### src/rtl/lmsm_sequencer.sv
// Load-multiple / store-multiple sequencer: one register<->memory word per XFER cycle, lowest register first.
// Latency: N XFER cycles after the start edge, done pulse in cycle N+1; no backpressure, start is ignored while busy.
module lmsm_sequencer (
  input  logic        clk,
  input  logic        rst_n,
  input  logic        start,
  input  logic        is_store,
  input  logic [15:0] base_addr,
  input  logic [7:0]  reg_list,
  input  logic [15:0] rf_rd_data,
  input  logic [15:0] mem_read_data,
  output logic [15:0] mem_access_addr,
  output logic        mem_write,
  output logic        mem_read,
  output logic [15:0] mem_write_data,
  output logic [2:0]  rf_rd_addr,
  output logic        rf_we,
  output logic [2:0]  rf_wr_addr,
  output logic [15:0] rf_wr_data,
  output logic        busy,
  output logic        done
);

  typedef enum logic [1:0] {
    S_IDLE = 2'd0,
    S_XFER = 2'd1,
    S_DONE = 2'd2
  } state_t;

  state_t      r_state;
  logic [7:0]  r_mask;
  logic [15:0] r_addr;
  logic        r_dir;

  state_t      w_state_nxt;
  logic [7:0]  w_mask_nxt;
  logic [15:0] w_addr_nxt;
  logic        w_dir_nxt;
  logic [2:0]  w_idx;

  // Scanning downward lets the lowest set bit win.
  always_comb begin
    w_idx = 3'd0;
    for (int i = 7; i >= 0; i--) begin
      if (r_mask[i]) w_idx = 3'(i);
    end
  end

  always_ff @(posedge clk or negedge rst_n) begin
    if (!rst_n) begin
      r_state <= S_IDLE;
      r_mask  <= 8'd0;
      r_addr  <= 16'd0;
      r_dir   <= 1'b0;
    end else begin
      r_state <= w_state_nxt;
      r_mask  <= w_mask_nxt;
      r_addr  <= w_addr_nxt;
      r_dir   <= w_dir_nxt;
    end
  end

  always_comb begin
    w_state_nxt     = r_state;
    w_mask_nxt      = r_mask;
    w_addr_nxt      = r_addr;
    w_dir_nxt       = r_dir;
    mem_access_addr = 16'd0;
    mem_write       = 1'b0;
    mem_read        = 1'b0;
    mem_write_data  = 16'd0;
    rf_rd_addr      = 3'd0;
    rf_we           = 1'b0;
    rf_wr_addr      = 3'd0;
    rf_wr_data      = 16'd0;
    busy            = 1'b0;
    done            = 1'b0;

    case (r_state)
      S_IDLE: begin
        if (start) begin
          if (reg_list != 8'd0) begin
            w_mask_nxt  = reg_list;
            w_addr_nxt  = base_addr;
            w_dir_nxt   = is_store;
            w_state_nxt = S_XFER;
          end else begin
            w_state_nxt = S_DONE;
          end
        end
      end

      S_XFER: begin
        busy            = 1'b1;
        mem_access_addr = r_addr;
        if (r_dir) begin
          mem_write      = 1'b1;
          rf_rd_addr     = w_idx;
          mem_write_data = rf_rd_data;
        end else begin
          mem_read   = 1'b1;
          rf_we      = 1'b1;
          rf_wr_addr = w_idx;
          rf_wr_data = mem_read_data;
        end
        w_mask_nxt = r_mask & ~(8'd1 << w_idx);
        w_addr_nxt = r_addr + 16'd1;
        if (w_mask_nxt == 8'd0) w_state_nxt = S_DONE;
      end

      S_DONE: begin
        busy        = 1'b1;
        done        = 1'b1;
        w_state_nxt = S_IDLE;
      end

      default: w_state_nxt = S_IDLE;
    endcase
  end

endmodule
### config.mk
export PLATFORM = sky130hd
export DESIGN_NAME = lmsm_sequencer
export DESIGN_NICKNAME = d
export VERILOG_FILES = /design/src/rtl/lmsm_sequencer.sv
export SDC_FILE = /design/constraint.sdc
export NUM_CORES = 1
export LEC_CHECK = 0
export ABC_CLOCK_PERIOD_IN_PS = 6850
export CAP_MARGIN = 20
export CORE_MARGIN = 2
export CORE_UTILIZATION = 43
export DETAILED_ROUTE_END_ITERATION = 8
export PLACE_DENSITY_LB_ADDON = 0.15
export SLEW_MARGIN = 10
export SYNTH_ARGS = -nofsm -noshare
export SYNTH_HDL_FRONTEND = slang
export SYNTH_SLANG_ARGS = --single-unit
export TNS_END_PERCENT = 20
### constraint.sdc
create_clock -name clk -period 6.85 [get_ports clk]
set_input_delay 2.055 -clock clk [delete_from_list [all_inputs] [get_ports clk]]
set_output_delay 2.055 -clock clk [all_outputs]
set_load 0.02 [all_outputs]
==> flow_summary.yaml <==
synthesis:
  synth-seq-cells: 27
  yosysTopAreaCell: "dfrtp_1"
  synth_top_area_share_pct: 30.4
  synthTopCellsByArea: "dfrtp_1, and2_1, and3_1"
  netlist_instances: 290
  synth_area_sq_um: 2220
  synth_flop_cell: "dfrtp_1"
  synth.net_count: 354
  synth_edf_count: 0
  yosysUniqueCellTypes: 53
  yosys_warnings: 0
  yosysSeqAreaShare_pct: 30.4
  async_reset_ff_share_pct: 100
  syn_avg_cell_area_sq_um: 7.66
drt:
  drt-wirelength-per-cell_microns: 14.9
  wirelength_microns: 6880
  drc: 0
  via_per_inst: 5.58
  first_pass_iters: 4
  vias: 2578
  initialDrtViolationCount: 149
  ant_nets: 0
sta:
  finalSetupViolations: 0
  clock-skew-final_ns: 0.00766
  rsz0062_at_grt: "false"
  slew_violations: 0
  fin_crit_ns: 5.32
  worst_pin_slew_ns: 1.02
  tns_ns: 0
  max_slew_margin_pct: 32.2
  fmax_mhz: 188
  finalHoldViolCount: 0
  finalCritPeriodShare_pct: 77.6
place:
  dp_hpwl_microns: 5160
  port_buffers: 118
  place.gp.congestion: 0.820
  placed_area_sq_um: 3410
cts:
  cts_tree: "built"
  cts_resized: 0
  clk_pin_slew_ns: 0.10
  cts_buffers: 3
  clk_path_buf_depth: 2
  clk_latency_ns: 0.28
  cts_sinks: 27
  htree_num_levels: 1
  holdBufCountCts: 0
  post_cts_buffers: 0
  cts-root-buf: "clkbuf_8"
layout:
  areaGrowthSynthToFinish_pct: 55.7
  num-nets-final: 457
  design_area_sq_um: 3460
  layout-drive-gt1-share_pct: 4.59
  diodes: 0
pwr:
  vdd_drop_max_mv: 0.166
  power_leakage_nw: 1.42
  power.density_nw_per_um2: 360
floorplan:
  fp-row-count: 26
  die_area_sq_um: 5760
  io_pins: 119
  die_h_microns: 75.9
  core_area_sq_um: 5040
  initial_core_util_pct: 44.1
  die_x_microns: 75.9
global_route:
  grt_util_met1_pct: 28.7
  grt_pass1_vias: 2246
  grt_pass1_wl_microns: 10300
  gr-max-usage-layer: "met2"
  met2_usage_pct: 39.8
  grt_max_degree: 55
  grt-ovfl-total: 0
  antenna_found_initial: 0
  grt.total_usage_pct: 23.0
  grtUsageMet3_pct: 3.97
worst_setup_path:
  cp.arrival_ns: 3.26
  worst_setup_path_start_kind: "input pin"
  critPathMaxStageDelay_ns: 0.60
  crit_fanout: 1
  required_ns: 4.80
  path_class: "in -> out"
  crit_family: "buffers and inverters"
  cp_num_buf_inv: 2
  path_cells: "clkdlybuf4s50_1, and3_1, clkdlybuf4s50_1"
  cp-end-kind: "output pin"
  crit_top_cell: "clkdlybuf4s50_1"
  slowest_stage: "clkdlybuf4s50_1"
run:
  cap_violations: 0
run_status:
  status: "complete, no violations"
worst_hold_path:
  hold_path_class: "reg -> reg"
-- per-stage QoR --
step           util (%)  setup WS (ns)  power [mW]  cells  hold slack (ns)
2_1_floorplan         -           2.49       0.879    290            0.457
5_1_grt            68.6           1.48        1.35    462            0.538
4_1_cts            68.6           1.53        1.25    462            0.511
6_report           68.6           1.53        1.25    462            0.512
3_5_place_dp       67.7           1.53        1.15    458            0.498
3_3_place_gp       67.7           1.55        1.12    458            0.491
-- sequential cells by signal, indices dropped and copies added (netlist names) --
name,cells
r_mask,8
r_addr,16
r_state,2
r_dir,1
-- cell usage in the layout (no fill, tap or decap), types with 2 or more instances in the layout --
master           count
a21oi_1             19
a31oi_1              6
a32oi_1              4
and2_1              29
and3_1              21
buf_4                3
clkbuf_8             3
clkdlybuf4s50_1    118
dfrtp_1             27
ha_1                 3
inv_1               16
mux2_1               3
mux2i_1              6
nand2_1             22
nand3_1              3
nand4_1              5
nor2_1              24
nor3_1               5
nor4_1               4
o211ai_1             2
o21ai_0              9
o21ai_1             14
o22ai_1              9
o31ai_1              6
o32ai_1              2
or3_1                3
-- area by class of cell --
class                   count  area, sq um
multi-input cells         223         1380
flip-flops and latches     27          676
repair buffers            121         1200
clock buffers               3         41.3
fillers                   422         1580
clock inverters             1         7.51
well taps                  70         87.6
inverters                  17         63.8
-- routing by layer --
layer  wire (microns)  vias to the layer above
li1                 -                     1249
met1             2810                     1204
met2             3270                      114
met3              688                       11
met4              119                        0
met5                0                        -
-- final timing paths --
path                           startpoint  slack (ns)  cells after the start            endpoint
min reg2reg                    r_addr[14]        0.51                      1          r_addr[14]
max in group asynchronous           rst_n        4.44                      2           r_mask[3]
max                        rf_rd_data[13]        1.53                      3  mem_write_data[13]
min in group asynchronous           rst_n        2.14                      2           r_addr[3]
min                            r_addr[14]        0.51                      1          r_addr[14]
max reg2reg                    r_state[1]        4.39                      8          r_addr[14]
-- synthesized netlist by cell type (all sizes together) (5+ instances only) --
cell type and number:
mux2i 6, nand4 5, inv 16, a31oi 6, o21ai 23, nor3 6
dfrtp 27, nor2 25, o22ai 9, and2 29, a21oi 20, nand2 22
o31ai 6, and3 21, clkbuf 16, buf 7
-- power breakdown --
part           leakage [nW]  total, mW  internal [mW]  switching (mW)
Combinational          1.08      0.779          0.351           0.429
Sequential            0.318      0.369          0.239           0.130
Clock                0.0217     0.0970         0.0414          0.0555
Total                  1.42       1.25          0.631           0.614
-- kinds of logic after synthesis --
| kind of cell | share of synthesized area, % |
|---|---|
| buffers and inverters | 7.54 |
| adder cells (fa/ha/maj) | 2.25 |
| AND/OR/NAND/NOR | 29.8 |
| flip-flops | 30.4 |
| multiplexers | 4.73 |
| AO/OA/AOI/OAI | 25.3 |
Note: power is estimated with default switching activity, not from simulation.
